--- src/rtl/cordic_pkg.sv ---
// Shared CORDIC constants, atan table and state/mode encodings.
// Pure package: no latency, no handshakes.
package cordic_pkg;

  typedef enum logic [1:0] {
    ST_IDLE = 2'd0,
    ST_BUSY = 2'd1,
    ST_DONE = 2'd2
  } state_e;

  typedef enum logic {
    MODE_ROT = 1'b0,
    MODE_VEC = 1'b1
  } mode_e;

  localparam int Q30_FB = 30;
  localparam logic signed [31:0] PI_OVER_2_Q30 = 32'sd1686629713;

  // Round-half-up from Q30 down to fb fractional bits (1 <= fb <= 30)
  function automatic logic signed [31:0] rescale_q30(input logic signed [31:0] v, input int fb);
    if (fb >= Q30_FB) return v;
    return (v + (32'sd1 <<< (Q30_FB - fb - 1))) >>> (Q30_FB - fb);
  endfunction

  function automatic logic signed [31:0] atan_lut(input int i, input int fb);
    logic signed [31:0] q30;
    case (i)
      0:       q30 = 32'sd843314857;
      1:       q30 = 32'sd497837830;
      2:       q30 = 32'sd263043837;
      3:       q30 = 32'sd133525159;
      4:       q30 = 32'sd67021693;
      5:       q30 = 32'sd33543516;
      6:       q30 = 32'sd16775851;
      7:       q30 = 32'sd8388437;
      8:       q30 = 32'sd4194283;
      9:       q30 = 32'sd2097149;
      // beyond here atan(2^-i) equals 2^-i to within one Q30 LSB
      default: q30 = (i <= Q30_FB) ? (32'sd1 <<< (Q30_FB - i)) : 32'sd0;
    endcase
    return rescale_q30(q30, fb);
  endfunction

  function automatic int pi_over_2(input int fb);
    return int'(rescale_q30(PI_OVER_2_Q30, fb));
  endfunction

  function automatic int half(input int fb);
    return 1 << (fb - 1);
  endfunction

  function automatic int inv_gain(input int n, input int fb);
    real k;
    real p;
    k = 1.0;
    p = 1.0;
    for (int i = 0; i < n; i++) begin
      k = k / $sqrt(1.0 + p);
      p = p * 0.25;
    end
    return $rtoi(k * (2.0 ** fb) + 0.5);
  endfunction

endpackage

--- src/rtl/cordic_microrot.sv ---
// One combinational CORDIC micro-rotation step (zero latency).
// No handshakes; the engine sequences it once per cycle.
module cordic_microrot
  import cordic_pkg::*;
#(
  parameter int WORD_LENGTH = 21,
  parameter int ITER_W      = 5
) (
  input  logic signed [WORD_LENGTH-1:0] x,
  input  logic signed [WORD_LENGTH-1:0] y,
  input  logic signed [WORD_LENGTH-1:0] z,
  input  logic signed [WORD_LENGTH-1:0] alpha,
  input  logic        [ITER_W-1:0]      i,
  input  mode_e                         mode,
  output logic signed [WORD_LENGTH-1:0] x_nxt,
  output logic signed [WORD_LENGTH-1:0] y_nxt,
  output logic signed [WORD_LENGTH-1:0] z_nxt
);

  logic                          d_pos;
  logic signed [WORD_LENGTH-1:0] x_sh;
  logic signed [WORD_LENGTH-1:0] y_sh;

  always_comb begin
    // rotation drives z toward 0, vectoring drives y toward 0
    d_pos = (mode == MODE_ROT) ? ~z[WORD_LENGTH-1] : y[WORD_LENGTH-1];
    x_sh  = x >>> i;
    y_sh  = y >>> i;
    x_nxt = d_pos ? (x - y_sh)    : (x + y_sh);
    y_nxt = d_pos ? (y + x_sh)    : (y - x_sh);
    z_nxt = d_pos ? (z - alpha)   : (z + alpha);
  end

endmodule

--- src/rtl/cordic_engine.sv ---
// Folded CORDIC: rotation (cos/sin) or vectoring (magnitude/atan) through one micro-rotation stage.
// out_valid N_ITERATIONS edges after accept; in_ready low while busy or holding; result held until out_ready.
module cordic_engine
  import cordic_pkg::*;
#(
  parameter int WORD_LENGTH  = 21,
  parameter int FRAC_BITS    = 19,
  parameter int N_ITERATIONS = 17,
  parameter int ITER_W       = 5
) (
  input  logic                          clk,
  input  logic                          rst,
  input  logic                          in_valid,
  output logic                          in_ready,
  input  logic                          mode,
  input  logic signed [WORD_LENGTH-1:0] x_in,
  input  logic signed [WORD_LENGTH-1:0] y_in,
  input  logic signed [WORD_LENGTH-1:0] z_in,
  output logic                          out_valid,
  input  logic                          out_ready,
  output logic signed [WORD_LENGTH-1:0] x_out,
  output logic signed [WORD_LENGTH-1:0] y_out,
  output logic signed [WORD_LENGTH-1:0] z_out,
  output logic                          err
);

  localparam logic signed [WORD_LENGTH-1:0] INV_GAIN  = WORD_LENGTH'(inv_gain(N_ITERATIONS, FRAC_BITS));
  localparam logic signed [WORD_LENGTH-1:0] PI_OVER_2 = WORD_LENGTH'(pi_over_2(FRAC_BITS));
  localparam logic signed [WORD_LENGTH-1:0] HALF      = WORD_LENGTH'(half(FRAC_BITS));
  localparam logic        [ITER_W-1:0]      LAST_ITER = ITER_W'(N_ITERATIONS - 1);

  typedef struct packed {
    logic signed [WORD_LENGTH-1:0] x;
    logic signed [WORD_LENGTH-1:0] y;
    logic signed [WORD_LENGTH-1:0] z;
  } vec_t;

  state_e              state_q, state_d;
  logic [ITER_W-1:0]   iter_q, iter_d;
  mode_e               mode_q, mode_d;
  logic                err_q, err_d;
  vec_t                vec_q, vec_d;
  vec_t                res_q, res_d;
  vec_t                vec_nxt;
  logic signed [WORD_LENGTH-1:0] alpha;
  logic                rot_err;
  logic                vec_err;

  always_comb begin
    alpha   = WORD_LENGTH'(atan_lut(int'(iter_q), FRAC_BITS));
    rot_err = (z_in > PI_OVER_2) || (z_in < -PI_OVER_2);
    vec_err = x_in[WORD_LENGTH-1] || (x_in > HALF) || (y_in > HALF) || (y_in < -HALF);
  end

  cordic_microrot #(
    .WORD_LENGTH (WORD_LENGTH),
    .ITER_W      (ITER_W)
  ) u_microrot (
    .x     (vec_q.x),
    .y     (vec_q.y),
    .z     (vec_q.z),
    .alpha (alpha),
    .i     (iter_q),
    .mode  (mode_q),
    .x_nxt (vec_nxt.x),
    .y_nxt (vec_nxt.y),
    .z_nxt (vec_nxt.z)
  );

  always_comb begin
    state_d = state_q;
    iter_d  = iter_q;
    mode_d  = mode_q;
    err_d   = err_q;
    vec_d   = vec_q;
    res_d   = res_q;
    case (state_q)
      ST_IDLE: begin
        if (in_valid) begin
          state_d = ST_BUSY;
          iter_d  = '0;
          mode_d  = mode_e'(mode);
          if (mode_e'(mode) == MODE_VEC) begin
            err_d = vec_err;
            vec_d = '{x: x_in, y: y_in, z: '0};
          end else begin
            err_d = rot_err;
            vec_d = '{x: INV_GAIN, y: '0, z: z_in};
          end
        end
      end
      ST_BUSY: begin
        vec_d = vec_nxt;
        if (iter_q == LAST_ITER) begin
          state_d = ST_DONE;
          iter_d  = '0;
          // range errors still take the full latency but report a zero result
          res_d   = err_q ? '0 : vec_nxt;
        end else begin
          iter_d = iter_q + 1'b1;
        end
      end
      ST_DONE: begin
        if (out_ready) state_d = ST_IDLE;
      end
      default: state_d = ST_IDLE;
    endcase
  end

  always_ff @(posedge clk or negedge rst) begin
    if (!rst) begin
      state_q <= ST_IDLE;
      iter_q  <= '0;
      mode_q  <= MODE_ROT;
      err_q   <= 1'b0;
      vec_q   <= '0;
      res_q   <= '0;
    end else begin
      state_q <= state_d;
      iter_q  <= iter_d;
      mode_q  <= mode_d;
      err_q   <= err_d;
      vec_q   <= vec_d;
      res_q   <= res_d;
    end
  end

  assign in_ready  = (state_q == ST_IDLE);
  assign out_valid = (state_q == ST_DONE);
  assign x_out     = res_q.x;
  assign y_out     = res_q.y;
  assign z_out     = res_q.z;
  assign err       = err_q && (state_q == ST_DONE);

endmodule
--- config.mk ---
export PLATFORM = sky130hd
export DESIGN_NAME = cordic_engine
export DESIGN_NICKNAME = d
export VERILOG_FILES = /design/src/rtl/cordic_pkg.sv /design/src/rtl/cordic_microrot.sv /design/src/rtl/cordic_engine.sv
export SDC_FILE = /design/constraint.sdc
export NUM_CORES = 1
export LEC_CHECK = 0
export ABC_AREA = 1
export CAP_MARGIN = 20
export CORE_MARGIN = 2
export CORE_UTILIZATION = 25
export DETAILED_ROUTE_END_ITERATION = 6
export PLACE_DENSITY = 0.38
export SETUP_SLACK_MARGIN = 0.02
export SYNTH_ARGS = -nofsm -noshare
export SYNTH_HDL_FRONTEND = slang
export SYNTH_SLANG_ARGS = --single-unit
--- constraint.sdc ---
create_clock -name clk -period 5.7 [get_ports clk]
set_input_delay 1.71 -clock clk [delete_from_list [all_inputs] [get_ports clk]]
set_output_delay 1.71 -clock clk [all_outputs]
set_load 0.05 [all_outputs]
==> impl_results.md, run 1 <==
- DR WL/cell: 20.1 um
- Ports: 134
- Measured slew at the worst slew-check pin: 0.987 ns
- Clk sinks: 135
- CTS buffer count: 17
- Crit start category: flip-flop
- RSZ-0062 raised after global routing: no
- CTS tree: built
- Vias in the first global route: 13800
- FF-to-FF path depth: 25
- Count of input and output buffers: 133
- FMAX: 189 MHz
- DR DRC count: 0
- H-tree depth: 4
- HPWL Detailed: 45800 um
- Max-cap violations: 0
- Post-synth cell types: 63
- Main flop type after synthesis: dfrtp_1
- Reg2reg start: iter_q[0]
- Final max-slew violation count: 0
- Ys async rst share: 100%
- Placed cells: 2830
- Post-synthesis sequential area ratio: 25.1%
- Minimum clock period: 5.28 ns
- Placeable Area: 0.0536 mm2
- WP data arrival: approximately 5.6 ns
- Crit end category: flip-flop
- Die Y-Extent: 236 um
- Grt ovf: 0
- Post-synth EDFFs: 0
- Synth Area per Inst: between 6 and 7 um2
- Antenna Cells: 0
- First-iteration detailed-routing DRC count: 1026
- Final Skew: 0.0140 ns
- Worst-Skew Late Latency: 0.46 ns
- Initial antenna violation count: 2
- Layout cells sized above 1: 11.9%
- Final GP Congestion: 0.861
- Root buf cell: clkbuf_16
- All-Layer GR Usage: 20.5%
- Layout area overhead: 23.4%
- Setup violations, final: 0
- Starting Density: ~25%
- Status: complete, no violations
- Part of the cycle the worst path needs: 92.7%
- Count of state elements after synthesis: 135
- Final setup TNS: 0 ns
- Critical path type: flip-flop to flip-flop
- Relative slew slack: 34.1%
- Layout Nets: between 2000 and 2500
- Mapped Nets: 2143
- Routed WL: between 50000 and 60000 um
- Vias per inst: approximately 5.0
- Largest net degree at the start of global routing: 83
- Hold Vio Cnt, Final: 0
- Crit path max fanout: between 40 and 50
- Buffer levels on the longest clock path: 2
- Worst hold path class: flip-flop to flip-flop
- Die Area: 0.0558 mm2
- Worst endpoint required time: 6.01 ns
- Final std cells w/o fill: ~2900
- Syn Inst Count: 2004
- Clk pin slew, worst setup/hold paths: 0.07 ns
- Synth Cell Area: 0.0135 mm2
- Post-route antenna net violation count: 0
- Cell row count: 85
- Via count: 14200
- Pre-antenna DRT Iters: 5
- Setup crit start: iter_q[0]
- CP endpoint: vec_q[37]
- First-pass GRT wire length: 87100 um
- Die X: ~240 um
- Synth warn: 0
- Reg2reg end: vec_q[37]
- R2r setup slk: 0.42 ns
worst min-delay path by stage:
stage          slack [ns]  depth (start not counted)      start        end
6_report             0.48                          2  y_out[15]  y_out[15]
5_1_grt              0.50                          2  y_out[20]  y_out[20]
4_1_cts              0.49                          2  y_out[20]  y_out[20]
3_5_place_dp         0.47                          2  y_out[15]  y_out[15]
3_3_place_gp         0.47                          2  y_out[15]  y_out[15]
2_1_floorplan        0.45                          2   vec_q[4]   vec_q[4]
critical path: stages, from the launching register on:
cell	delay, ns
dfrtp_2	0.47
buf_12	0.19
o21ai_0	0.44
nand2_1	0.14
nand3_1	0.11
o21ai_1	0.09
nand2_1	0.09
o2111ai_1	0.19
nand2_1	0.17
inv_1	0.06
ha_1	0.27
or2_2	0.29
o21ai_0	0.20
fa_1	0.31
inv_1	0.05
nand3_1	0.06
nand2_1	0.11
a21oi_1	0.23
o21ai_0	0.18
a21boi_0	0.31
o21ai_0	0.14
buf_4	0.16
a21boi_0	0.30
o21ai_1	0.16
xnor2_1	0.26
o211ai_1	0.11
area by class of cell:
type / count / area, um2
Fill cell: 5907 / 37000
Multi-Input combinational cell: 1582 / 9000
Sequential cell: 135 / 3380
Timing Repair Buffer: 219 / 2020
Tap cell: 696 / 871
Inverter: 203 / 777
Clock buffer: 18 / 429
Clock inverter: 14 / 140
logic make-up (layout without fill, tap and decap cells):
family,count (synthesis),in the layout,share of synthesized area [%]
adders and majority gates,71,71,6.76
xor gates and xnor gates,98,98,6.43
DFF,135,135,25.1
AOI/OAI and AO/OA,458,458,20.5
buffers and inverters,287,454,8.76
muxes,5,5,0.371
and+or+nand+nor,950,950,32.1
timing repair:
item / in CTS / in global routing
hold buffers: 0 / 0
buffers inserted: 0 / 4
endpoints found under the setup margin: 0 / 22
gates resized for setup: 0 / 36
sequential cells by signal, summed over array words and instances (netlist names):
register / flops
vec_q: 63
iter_q: 5
state_q: 2
y_out: 21
err_q: 1
mode_q: 1
x_out: 21
z_out: 21
synthesized netlist by cell type (all sizes together), types with 6 or more instances:
master | instances | share of area [%]
nand2 | 575 | 17
o21ai | 211 | 8.1
inv | 202 | 5.7
nand3 | 148 | 5.8
nor2 | 147 | 5.6
dfrtp | 135 | 25
a21oi | 105 | 4.0
ha | 68 | 6.3
xor2 | 57 | 3.7
clkbuf | 48 | 1.3
xnor2 | 41 | 2.7
buf | 36 | 1.7
o211ai | 31 | 1.7
o221ai | 23 | 1.5
nand4 | 22 | 1.1
a32oi | 17 | 1.1
or2 | 17 | 0.79
a22o | 15 | 0.98
nor3 | 14 | 0.59
nor4 | 13 | 0.60
a31oi | 12 | 0.56
o31ai | 9 | 0.50
a21boi | 6 | 0.33
cells in the final DEF (no fill, tap or decap), types with 6 or more instances in the layout:
| master | count |
|---|---|
| dfrtp_1 | 132 |
| nand3_2 | 6 |
| nand2_1 | 542 |
| ha_1 | 67 |
| o221ai_1 | 23 |
| nor4_1 | 13 |
| a32oi_1 | 17 |
| a21boi_0 | 6 |
| nand2_2 | 25 |
| buf_4 | 83 |
| o31ai_1 | 9 |
| o211ai_1 | 31 |
| nor2_1 | 110 |
| a22o_1 | 15 |
| o21ai_1 | 23 |
| a31oi_1 | 12 |
| inv_2 | 18 |
| o21ai_2 | 8 |
| xor2_1 | 57 |
| xnor2_1 | 39 |
| nor2_2 | 20 |
| nand2_4 | 8 |
| nand3_1 | 141 |
| or2_2 | 17 |
| nand4_1 | 20 |
| nor2_4 | 12 |
| o21ai_0 | 179 |
| nor3_1 | 11 |
| a21oi_1 | 101 |
| clkdlybuf4s50_1 | 132 |
| clkbuf_16 | 17 |
| inv_1 | 181 |
| inv_6 | 6 |
per-stage QoR:
step | instance area, um2 | setup slack (ns) | hold slack, ns | util (%)
final | 16600 | 0.416 | 0.481 | 31.0
after global routing | 16600 | 0.0214 | 0.499 | 31.0
after CTS | 16500 | 0.0418 | 0.489 | 30.8
after detailed placement | 15900 | 0.0668 | 0.472 | 29.7
after global placement | 15900 | 0.0189 | 0.467 | 29.7
after floorplan | 13500 | 0.515 | 0.453 | -
layer usage:
| layer | share of wire, % | GRT usage [%] | up-vias |
|---|---|---|---|
| li1 | - | - | 7065 |
| met1 | 51 | 30.5 | 6804 |
| met2 | 43 | 31.1 | 327 |
| met3 | 4.5 | 2.83 | 34 |
| met4 | 1.4 | 4.97 | 0 |
| met5 | 0 | 0 | - |
Power of run 1 is not shown: default switching activity piles up to over one toggle a cycle in this logic, so the estimate is an artifact.
==> run 2, diff against run 1 <==
--- a/config.mk
+++ b/config.mk
@@ -7,7 +7,7 @@
 export LEC_CHECK = 0
 export ABC_AREA = 1
 export CAP_MARGIN = 20
-export CORE_MARGIN = 2
+export CORE_MARGIN = 8
 export CORE_UTILIZATION = 25
 export DETAILED_ROUTE_END_ITERATION = 6
 export PLACE_DENSITY = 0.38
==> run 2 against run 1 <==
Against the previous run:
- non-clock buffer count down 4
- fmax increased by 0.60%
- core utilization rose by 0.20 points
- largest cell class unchanged
==> impl_results.md, run 2 (synthesized netlist as in run 1, its figures left out) <==
- Status: complete, no violations
- Most frequent cells in the layout: 540 x nand2_1, 185 x o21ai_0, 181 x inv_1, 141 x nand3_1, 132 x clkdlybuf4s50_1
- CP endpoint: y_out[18]
- CP max stage cell: fa_1
- Reg area: 0.00338 mm2 (about the same)
- CP max stage delay: 0.51 ns (+0.04 ns)
- Measured slew at the worst slew-check pin: 1.04 ns (+0.0516 ns)
- Vias in the first global route: 13800 (+0.11%)
- Die Area: 0.0616 mm2 (+10%)
- Max reg flops: 63 (unchanged)
- FF-to-FF path depth: 30 (+20%)
- Final setup TNS: 0 ns (unchanged)
- Cell row count: 85 (unchanged)
- Worst-Skew Late Latency: 0.46 ns (about the same)
- # fillers: 5894 (-0.22%)
- CP Buf/Inv Count: 6 (+2)
- Placeable Area: 0.0536 mm2 (unchanged)
- FMAX: 190 MHz (+0.60%)
- Starting Density: 25.1% (unchanged)
- WP data arrival: 5.59 ns (about the same)
- First-pass GRT wire length: 87400 um (+0.33%)
- Initial antenna violation count: 1 (-1)
- HPWL Detailed: 46800 um (+2.1%)
- Final GP Congestion: 0.855 (-0.71%)
- Grt ovf: 0 (unchanged)
- Most flops, register: vec_q
- Area of the multi-input gates: 0.00902 mm2 (+0.17%)
- All-Layer GR Usage: 18.8% (-1.8 points)
- Layout area overhead: 24.2%
- Part of the cycle the worst path needs: 92.2% (-0.55 points)
- Routed WL: 58300 um (+1.0%)
- Die Y-Extent: 248 um (+5.1%)
- Crit path top cell by count: nand2_1
- H-tree depth: 4 (unchanged)
- Vias per inst: 4.98 (+0.30%)
- Final max-slew violation count: 0 (unchanged)
- Post-route antenna net violation count: 0 (unchanged)
- Count of input and output buffers: 133 (unchanged)
- Reg2reg end: y_out[18]
- Max-cap violations: 0 (unchanged)
- First-iteration detailed-routing DRC count: 1137 (+11%)
- Via count: 14300 (+0.16%)
- Commonest non-fill, non-tap cell in the layout: nand2_1
- Root buf cell: clkbuf_16
- Crit path max fanout: 36 (-20%)
- CTS tree: built
- Relative slew slack: 30.7% (-3.4 points)
- Minimum clock period: 5.25 ns (-0.0314 ns)
- RSZ-0062 raised after global routing: no
- Buffer levels on the longest clock path: 2 (unchanged)
- Crit path depth: 30 (+20%)
- Antenna Cells: 0 (unchanged)
- Cell family with most CP delay: compound AO/OA/AOI/OAI gates
- Pre-antenna DRT Iters: 5 (unchanged)
- Layout cells sized above 1: 12.1% (+0.16 points)
- DR DRC count: 0 (unchanged)
- Final Skew: 0.0115 ns (-0.00248 ns)
- DR WL/cell: 20.4 um (+1.2%)
- Layout Nets: 2293 (-0.17%)
- Reg2reg start: iter_q[0]
- Critical path type: flip-flop to flip-flop
- Clk pin slew, worst setup/hold paths: 0.07 ns (about the same)
- Ports: 134 (unchanged)
- Clk sinks: 135 (unchanged)
- Setup crit start: iter_q[0]
- Setup violations, final: 0 (unchanged)
- Crit end category: flip-flop
- CTS buffer count: 17 (unchanged)
- Crit start category: flip-flop
- Worst hold path class: flip-flop to flip-flop
- Worst endpoint required time: 6.04 ns (+0.03 ns)
- Largest net degree at the start of global routing: 70 (-16%)
- Hold Vio Cnt, Final: 0 (unchanged)
- R2r setup slk: 0.45 ns (+0.03 ns)
- Die X: 248 um (+5.1%)
==> run 2: cell count changes in the layout (fill, tap and decap cells not counted), sizes merged <==
cell | before | now
clkinv | 3 | 4
bufinv | 1 | 5
clkbuf | 18 | 19
inv | 209 | 206
clkinvlp | 4 | 1
buf | 87 | 83
==> run 2: worst min-delay path by stage <==
| stage | end | cells after the start | slack, ns | startpoint |
|---|---|---|---|---|
| 6_report | y_out[18] | 2 | 0.48 | y_out[18] |
| 3_5_place_dp | x_out[15] | 2 | 0.47 | x_out[15] |
| 5_1_grt | x_out[20] | 2 | 0.50 | x_out[20] |
| 2_1_floorplan | vec_q[4] | 2 | 0.45 | vec_q[4] |
| 4_1_cts | x_out[15] | 2 | 0.49 | x_out[15] |
| 3_3_place_gp | y_out[1] | 2 | 0.47 | y_out[1] |
==> run 2: what timing repair did <==
item,4_1_cts,5_1_grt
hold buffers,0,0
gates resized for setup,0,39
setup endpoints to repair,0,28
setup buffers,0,1
==> run 2: metrics by stage <==
step                cell area (um2)  cells  hold WS (ns)  util, %  setup slack (ns)
finish                        16700   2863         0.484     31.2             0.447
global route                  16700   2863         0.502     31.2            0.0268
CTS                           16600   2862         0.490     31.0             0.105
detailed placement            16000   2830         0.473     29.8             0.129
global placement              16000   2830         0.466     29.8             0.158
floorplan                     13500   2004         0.453        -             0.515
==> run 2: area by class of cell <==
| cell class | instances | share of cell area (%) |
|---|---|---|
| Clock buffer | 19 | 2.65 |
| Clock inverter | 13 | 1.29 |
| Inverter | 203 | 4.64 |
| Multi-Input combinational cell | 1582 | 53.9 |
| Sequential cell | 135 | 20.2 |
| Tap cell | 696 | 5.21 |
| Timing Repair Buffer | 215 | 12.1 |
==> run 2: worst register-to-register path, delay by kind of cell, from the launching register on <==
family                     cells  cell delay (ns)
DFF                            1             0.48
adders and majority gates      2             0.78
and+or+nand+nor               11             1.00
AOI/OAI and AO/OA             11             2.04
buffers and inverters          6             0.83
==> run 2: per-layer routing <==
layer / vias up / wire length, um / GRT usage, %
li1: 7084 / - / -
met1: 6826 / 29300 / 27.4
met2: 309 / 25300 / 28.6
met3: 34 / 2930 / 3.23
met4: 0 / 760 / 3.88
met5: - / 0 / 0
Power of run 2 is left out for the same reason.
